## src/rtl/cdb_arbiter_if.sv

```systemverilog
// rtl/cdb_arbiter_if.sv - source handshakes and result-bus broadcast of the CDB arbiter
`ifndef ROB_WIDTH_BIT
`define ROB_WIDTH_BIT 4
`endif

interface cdb_arbiter_if #(
   parameter int ROB_ID_W = `ROB_WIDTH_BIT
);
   logic                rdy_in;
   logic                clear_all;

   logic                alu_valid;
   logic [31:0]         alu_value;
   logic [ROB_ID_W-1:0] alu_dest;
   logic [31:0]         alu_jalr_pc;
   logic                alu_ready;

   logic                lb_valid;
   logic [31:0]         lb_value;
   logic [ROB_ID_W-1:0] lb_dest;
   logic                lb_ready;

   logic                sb_valid;
   logic [ROB_ID_W-1:0] sb_dest;
   logic                sb_ready;

   logic                cdb_valid;
   logic [1:0]          cdb_src;
   logic [ROB_ID_W-1:0] cdb_dest;
   logic [31:0]         cdb_value;
   logic [31:0]         cdb_jalr_pc;

   modport slave (
      input  rdy_in, clear_all,
      input  alu_valid, alu_value, alu_dest, alu_jalr_pc,
      input  lb_valid, lb_value, lb_dest,
      input  sb_valid, sb_dest,
      output alu_ready, lb_ready, sb_ready,
      output cdb_valid, cdb_src, cdb_dest, cdb_value, cdb_jalr_pc
   );

   modport master (
      output rdy_in, clear_all,
      output alu_valid, alu_value, alu_dest, alu_jalr_pc,
      output lb_valid, lb_value, lb_dest,
      output sb_valid, sb_dest,
      input  alu_ready, lb_ready, sb_ready,
      input  cdb_valid, cdb_src, cdb_dest, cdb_value, cdb_jalr_pc
   );
endinterface

```

## src/rtl/cdb_arbiter.sv

```systemverilog
// rtl/cdb_arbiter.sv - round-robin result-bus arbiter, one holding slot per ALU/LB/SB source
`ifndef ROB_WIDTH_BIT
`define ROB_WIDTH_BIT 4
`endif

module cdb_arbiter #(
   parameter int ROB_ID_W = `ROB_WIDTH_BIT
) (
   input  logic           clk_in,
   input  logic           rst_in,
   cdb_arbiter_if.slave   bus
);
   localparam logic [1:0] SRC_ALU = 2'd0;
   localparam logic [1:0] SRC_SB  = 2'd2;

   logic [2:0]                full_q, full_d;
   logic [2:0][ROB_ID_W-1:0]  dest_q, dest_d;
   logic [1:0][31:0]          value_q, value_d;
   logic [31:0]               jalr_q, jalr_d;
   logic [1:0]                rr_q, rr_d;

   logic                      cdb_valid_q, cdb_valid_d;
   logic [1:0]                cdb_src_q, cdb_src_d;
   logic [ROB_ID_W-1:0]       cdb_dest_q, cdb_dest_d;
   logic [31:0]               cdb_value_q, cdb_value_d;
   logic [31:0]               cdb_jalr_q, cdb_jalr_d;

   logic                      gnt_any;
   logic [1:0]                gnt_idx;
   logic [1:0]                scan_idx;
   logic [2:0]                gnt;
   logic [2:0]                ready;
   logic [2:0]                accept;

   function automatic logic [1:0] inc3(input logic [1:0] i);
      return (i == 2'd2) ? 2'd0 : i + 2'd1;
   endfunction

   always_comb begin
      gnt_any  = 1'b0;
      gnt_idx  = rr_q;
      scan_idx = rr_q;
      for (int k = 0; k < 3; k++) begin
         if (!gnt_any && full_q[scan_idx]) begin
            gnt_any = 1'b1;
            gnt_idx = scan_idx;
         end
         scan_idx = inc3(scan_idx);
      end
      gnt = gnt_any ? (3'b001 << gnt_idx) : 3'b000;
   end

   // A granted slot drains this edge, so it may be refilled in the same cycle.
   assign ready  = {3{bus.rdy_in & ~bus.clear_all & ~rst_in}} & (~full_q | gnt);
   assign accept = {bus.sb_valid, bus.lb_valid, bus.alu_valid} & ready;

   always_comb begin
      full_d      = full_q;
      dest_d      = dest_q;
      value_d     = value_q;
      jalr_d      = jalr_q;
      rr_d        = rr_q;
      cdb_valid_d = cdb_valid_q;
      cdb_src_d   = cdb_src_q;
      cdb_dest_d  = cdb_dest_q;
      cdb_value_d = cdb_value_q;
      cdb_jalr_d  = cdb_jalr_q;

      if (bus.rdy_in) begin
         if (bus.clear_all) begin
            full_d      = 3'b000;
            cdb_valid_d = 1'b0;
            rr_d        = 2'd0;
         end else begin
            cdb_valid_d = gnt_any;
            if (gnt_any) begin
               cdb_src_d         = gnt_idx;
               cdb_dest_d        = dest_q[gnt_idx];
               cdb_value_d       = (gnt_idx == SRC_SB) ? 32'd0 : value_q[gnt_idx[0]];
               cdb_jalr_d        = (gnt_idx == SRC_ALU) ? jalr_q : 32'd0;
               full_d[gnt_idx]   = 1'b0;
               rr_d              = inc3(gnt_idx);
            end
            if (accept[0]) begin
               full_d[0]  = 1'b1;
               dest_d[0]  = bus.alu_dest;
               value_d[0] = bus.alu_value;
               jalr_d     = bus.alu_jalr_pc;
            end
            if (accept[1]) begin
               full_d[1]  = 1'b1;
               dest_d[1]  = bus.lb_dest;
               value_d[1] = bus.lb_value;
            end
            if (accept[2]) begin
               full_d[2]  = 1'b1;
               dest_d[2]  = bus.sb_dest;
            end
         end
      end
   end

   always_ff @(posedge clk_in or posedge rst_in) begin
      if (rst_in) begin
         full_q      <= '0;
         dest_q      <= '0;
         value_q     <= '0;
         jalr_q      <= '0;
         rr_q        <= '0;
         cdb_valid_q <= 1'b0;
         cdb_src_q   <= '0;
         cdb_dest_q  <= '0;
         cdb_value_q <= '0;
         cdb_jalr_q  <= '0;
      end else begin
         full_q      <= full_d;
         dest_q      <= dest_d;
         value_q     <= value_d;
         jalr_q      <= jalr_d;
         rr_q        <= rr_d;
         cdb_valid_q <= cdb_valid_d;
         cdb_src_q   <= cdb_src_d;
         cdb_dest_q  <= cdb_dest_d;
         cdb_value_q <= cdb_value_d;
         cdb_jalr_q  <= cdb_jalr_d;
      end
   end

   assign bus.alu_ready   = ready[0];
   assign bus.lb_ready    = ready[1];
   assign bus.sb_ready    = ready[2];
   assign bus.cdb_valid   = cdb_valid_q;
   assign bus.cdb_src     = cdb_src_q;
   assign bus.cdb_dest    = cdb_dest_q;
   assign bus.cdb_value   = cdb_value_q;
   assign bus.cdb_jalr_pc = cdb_jalr_q;
endmodule

```

## src/flat_wrapper.sv

```systemverilog
// flat-port wrapper written by rule: the top's interface ports become plain ports
module cdb_arbiter_flat 
#(
   parameter int ROB_ID_W = `ROB_WIDTH_BIT
)
  (clk_in, rst_in, bus_rdy_in, bus_clear_all, bus_alu_valid, bus_alu_value, bus_alu_dest, bus_alu_jalr_pc, bus_lb_valid, bus_lb_value, bus_lb_dest, bus_sb_valid, bus_sb_dest, bus_alu_ready, bus_lb_ready, bus_sb_ready, bus_cdb_valid, bus_cdb_src, bus_cdb_dest, bus_cdb_value, bus_cdb_jalr_pc);
  cdb_arbiter_if #(.ROB_ID_W(ROB_ID_W)) bus_i ();
  input  logic clk_in;
  input  logic rst_in;
  input wire logic [$bits(bus_i.rdy_in)-1:0] bus_rdy_in;
  input wire logic [$bits(bus_i.clear_all)-1:0] bus_clear_all;
  input wire logic [$bits(bus_i.alu_valid)-1:0] bus_alu_valid;
  input wire logic [$bits(bus_i.alu_value)-1:0] bus_alu_value;
  input wire logic [$bits(bus_i.alu_dest)-1:0] bus_alu_dest;
  input wire logic [$bits(bus_i.alu_jalr_pc)-1:0] bus_alu_jalr_pc;
  input wire logic [$bits(bus_i.lb_valid)-1:0] bus_lb_valid;
  input wire logic [$bits(bus_i.lb_value)-1:0] bus_lb_value;
  input wire logic [$bits(bus_i.lb_dest)-1:0] bus_lb_dest;
  input wire logic [$bits(bus_i.sb_valid)-1:0] bus_sb_valid;
  input wire logic [$bits(bus_i.sb_dest)-1:0] bus_sb_dest;
  output wire logic [$bits(bus_i.alu_ready)-1:0] bus_alu_ready;
  output wire logic [$bits(bus_i.lb_ready)-1:0] bus_lb_ready;
  output wire logic [$bits(bus_i.sb_ready)-1:0] bus_sb_ready;
  output wire logic [$bits(bus_i.cdb_valid)-1:0] bus_cdb_valid;
  output wire logic [$bits(bus_i.cdb_src)-1:0] bus_cdb_src;
  output wire logic [$bits(bus_i.cdb_dest)-1:0] bus_cdb_dest;
  output wire logic [$bits(bus_i.cdb_value)-1:0] bus_cdb_value;
  output wire logic [$bits(bus_i.cdb_jalr_pc)-1:0] bus_cdb_jalr_pc;
  assign bus_i.rdy_in = bus_rdy_in;
  assign bus_i.clear_all = bus_clear_all;
  assign bus_i.alu_valid = bus_alu_valid;
  assign bus_i.alu_value = bus_alu_value;
  assign bus_i.alu_dest = bus_alu_dest;
  assign bus_i.alu_jalr_pc = bus_alu_jalr_pc;
  assign bus_i.lb_valid = bus_lb_valid;
  assign bus_i.lb_value = bus_lb_value;
  assign bus_i.lb_dest = bus_lb_dest;
  assign bus_i.sb_valid = bus_sb_valid;
  assign bus_i.sb_dest = bus_sb_dest;
  assign bus_alu_ready = bus_i.alu_ready;
  assign bus_lb_ready = bus_i.lb_ready;
  assign bus_sb_ready = bus_i.sb_ready;
  assign bus_cdb_valid = bus_i.cdb_valid;
  assign bus_cdb_src = bus_i.cdb_src;
  assign bus_cdb_dest = bus_i.cdb_dest;
  assign bus_cdb_value = bus_i.cdb_value;
  assign bus_cdb_jalr_pc = bus_i.cdb_jalr_pc;
  cdb_arbiter #(.ROB_ID_W(ROB_ID_W)) u_core (.clk_in(clk_in), .rst_in(rst_in), .bus(bus_i));
endmodule
```

## config.mk

```make
export PLATFORM = sky130hd
export DESIGN_NAME = cdb_arbiter_flat
export DESIGN_NICKNAME = d
export VERILOG_FILES = /design/src/rtl/cdb_arbiter_if.sv /design/src/rtl/cdb_arbiter.sv /design/src/flat_wrapper.sv
export SDC_FILE = /design/constraint.sdc
export NUM_CORES = 1
export LEC_CHECK = 0
export ABC_AREA = 0
export ABC_CLOCK_PERIOD_IN_PS = 16830
export BUFFER_PORTS_ARGS = -buffer_cell sky130_fd_sc_hd__clkbuf_2
export CORE_ASPECT_RATIO = 0.5
export CORE_MARGIN = 5
export CORE_UTILIZATION = 45
export CTS_BUF_LIST = sky130_fd_sc_hd__clkbuf_4 sky130_fd_sc_hd__clkbuf_8
export CTS_CLUSTER_DIAMETER = 80
export DETAILED_ROUTE_END_ITERATION = 8
export PLACE_DENSITY = 0.7
export SYNTH_ARGS = -nofsm -noshare
export SYNTH_HDL_FRONTEND = slang
export SYNTH_SLANG_ARGS = --single-unit
```

## constraint.sdc

```tcl
create_clock -name clk_in -period 16.83 [get_ports clk_in]
set_clock_uncertainty 0.1 [all_clocks]
set_input_delay 1.683 -clock clk_in [delete_from_list [all_inputs] [get_ports clk_in]]
set_output_delay 1.683 -clock clk_in [all_outputs]
set_load 0.01 [all_outputs]
```

==> results.yml <==
timing:
  maxSlewHeadroom_pct: 23.47
  final.period_utilization_pct: 29.75
  setup_viol: 0
  worst_slack_ns: 11.82
  period_needed_ns: 5.007
  rsz0062_at_grt: "no"
  hold_violations: 0
  max_freq_mhz: 199.7
  tightest_slew_ns: 1.145
  fin_tns_setup_ns: 0
  drv_slew: 0
synthesis:
  synth_top_area_share_pct: 63.88
  yosys_warnings: 0
  synth_edf_count: 0
  yosys-top-cells-count: "184 x dfrtp_1, 99 x mux2_2, 38 x inv_1, 36 x a222oi_1, 32 x a22o_1"
  synth_top_area_cell: "dfrtp_1"
  synthFlopType: "dfrtp_1"
  synthCells: 491
  synth_most_common_cell: "dfrtp_1"
  synth_seq_cells: 184
  ys_seq_area_share_pct: 63.88
  yosys.cell_types.count: 33
  syn_nets: 606
  syn_area_per_cell_um2: 14.68
  synth_area_mm2: 0.007208
  async_flop_share_pct: 100.0
  synth_area_leaders: "dfrtp_1 64%, mux2_2 15%, a222oi_1 5.0%"
setup_path:
  cp_max_fo: 98
  cp_data_required_time_ns: 15.05
  startpoint_type: "input pin"
  crit_arrival_ns: 3.22
  crit_type: "in -> out"
  endpoint_kind: "primary output"
clock_network:
  htree_num_levels: 4
  root_buffer: "clkbuf_8"
  ctsHoldBuffers: 0
  ctsLongestPathBuffers: 2
  clk_pin_slew_ns: 0.08
  cts_tree: "done"
  clk_latency_ns: 0.44
  cts_resized: 0
  cts_sinks: 184
  numCtsBuffers: 17
  postCtsSetupBuffers: 0
floorplan:
  dieArea_mm2: 0.01880
  rows: 32
  die_w_um: 189.0
  pin_count: 189
  core-area_mm2: 0.01553
  die_h_um: 99.50
  start_util_pct: 46.40
grt:
  grt_pass1_vias: 4994
  antenna_found_initial: 0
  grt_pass1_wl_um: 26090
  gr-total-overflow: 0
  grt_max_degree: 99
  grt.total_usage_pct: 17.43
power_and_ir_drop:
  p_sw_share_pct: 30.53
  clockPowerShare_pct: 25.3
  seqPwrFrac_pct: 52.9
  vdd_drop_max_uv: 58.88
  p_sw_mw: 0.3613
  p_int_mw: 0.8220
  power_density_mw_per_mm2: 136.4
  power_frac_comb_pct: 21.8
  power.leakage_nw: 4.421
finish:
  n_antenna_cell: 0
  nets: 784
  drive_gt1_share_pct: 50.15
  syn_to_final_growth_pct: 20.33
flow_run:
  drv_cap: 0
route:
  avgRoutedWirePerCell_um: 18.30
  vias: 4662
  drcViolationCount: 0
  routed_wl_um: 16220
  drt-initial-drc-count: 382
  drtAntennaViolNets: 0
  viasPerCell: 5.262
  firstDrtPassIters: 6
run_status:
  status: "completed"
placement:
  gp_congestion: 0.8033
  port_buffers: 188
  post-place-ws_ns: 11.79
  place.detailed.hpwl_um: 10560
hold_path:
  min_path_type: "reg -> reg"
## kinds of logic (layout without fill, tap and decap cells)
family | after synthesis | count (layout) | synth area share [%]
DFF | 184 | 184 | 63.88
and+or+nand+nor | 27 | 27 | 2.048
buffers and inverters | 72 | 263 | 4.756
muxes | 108 | 108 | 17.34
AOI/OAI and AO/OA | 100 | 100 | 11.98
## routing by layer
metal / track usage, % / wire, um
met1: 22.81 / 7150
met3: 4.348 / 752
met2: 29.57 / 8206
met4: 4.365 / 106
met5: 0 / 0
## through the flow
stage / area (um2) / std cells / hold slack (ns) / power [mW] / util [%]
global route: 8673 / 886 / 0.4101 / 1.253 / 55.83
CTS: 8673 / 886 / 0.3918 / 1.199 / 55.83
global placement: 8268 / 854 / 0.3666 / 0.8846 / 53.22
detailed placement: 8268 / 854 / 0.3718 / 0.8976 / 53.22
floorplan: 7208 / 491 / 0.3620 / 0.7833 / -
finish: 8673 / 886 / 0.3828 / 1.183 / 55.83
## power by group through the flow
stage	sequential, mW	combinational (mW)	clock [mW]
5_1_grt	0.639	0.286	0.328
6_report	0.625	0.258	0.300
2_1_floorplan	0.643	0.140	0
4_1_cts	0.625	0.264	0.310
3_5_place_dp	0.633	0.264	0
3_3_place_gp	0.629	0.255	0
## placed cells by master (no fill, tap or decap), types with 6 or more instances in the layout
master / Yosys / final
mux2_4: 9 / 9
nand2_1: 7 / 6
mux2_2: 99 / 99
a22o_1: 32 / 32
inv_1: 38 / 37
dfrtp_1: 184 / 184
o21ai_0: 14 / 14
clkbuf_8: 0 / 18
clkbuf_2: 0 / 188
a222oi_1: 36 / 36
## worst max-delay path: stages
cell and delay, ns:
clkbuf_2 0.11, inv_6 0.59, and2_1 0.34, a21boi_2 0.26, clkbuf_2 0.17
## flip-flops by register name, indices dropped and copies added (netlist names)
register                flops
u_core.value_q             64
u_core.full_q               3
u_core.bus.cdb_dest         4
u_core.dest_q              12
u_core.rr_q                 2
u_core.bus.cdb_value       32
u_core.bus.cdb_jalr_pc     32
u_core.jalr_q              32
u_core.bus.cdb_valid        1
u_core.bus.cdb_src          2
## layout make-up
cell class                      instances  area [um2]
Timing Repair Buffer                  193       978.4
Inverter                               38       147.6
Fill cell                            1345        6862
Tap cell                              204       255.2
Clock buffer                           18       247.7
Sequential cell                       184        4604
Multi-Input combinational cell        235        2282
Clock inverter                         14       157.7
## worst paths after layout
path                                                    from                           endpoint  slack [ns]  cells after the start
setup / recovery                                      rst_in                      bus_alu_ready       11.82                      5
hold / removal             u_core.bus.cdb_src[1]$_DFFE_PP0P_  u_core.bus.cdb_src[1]$_DFFE_PP0P_        0.38                      2
setup reg to reg                  u_core.rr_q[1]$_DFFE_PP0P_      u_core.value_q[7]$_DFFE_PP0P_       14.05                      6
hold reg to reg            u_core.bus.cdb_src[1]$_DFFE_PP0P_  u_core.bus.cdb_src[1]$_DFFE_PP0P_        0.38                      2
max in group asynchronous                             rst_in      u_core.jalr_q[14]$_DFFE_PP0P_       13.71                      3
min in group asynchronous                             rst_in     u_core.value_q[50]$_DFFE_PP0P_        1.30                      2
No activity file was read; power rests on OpenSTA's default activity.
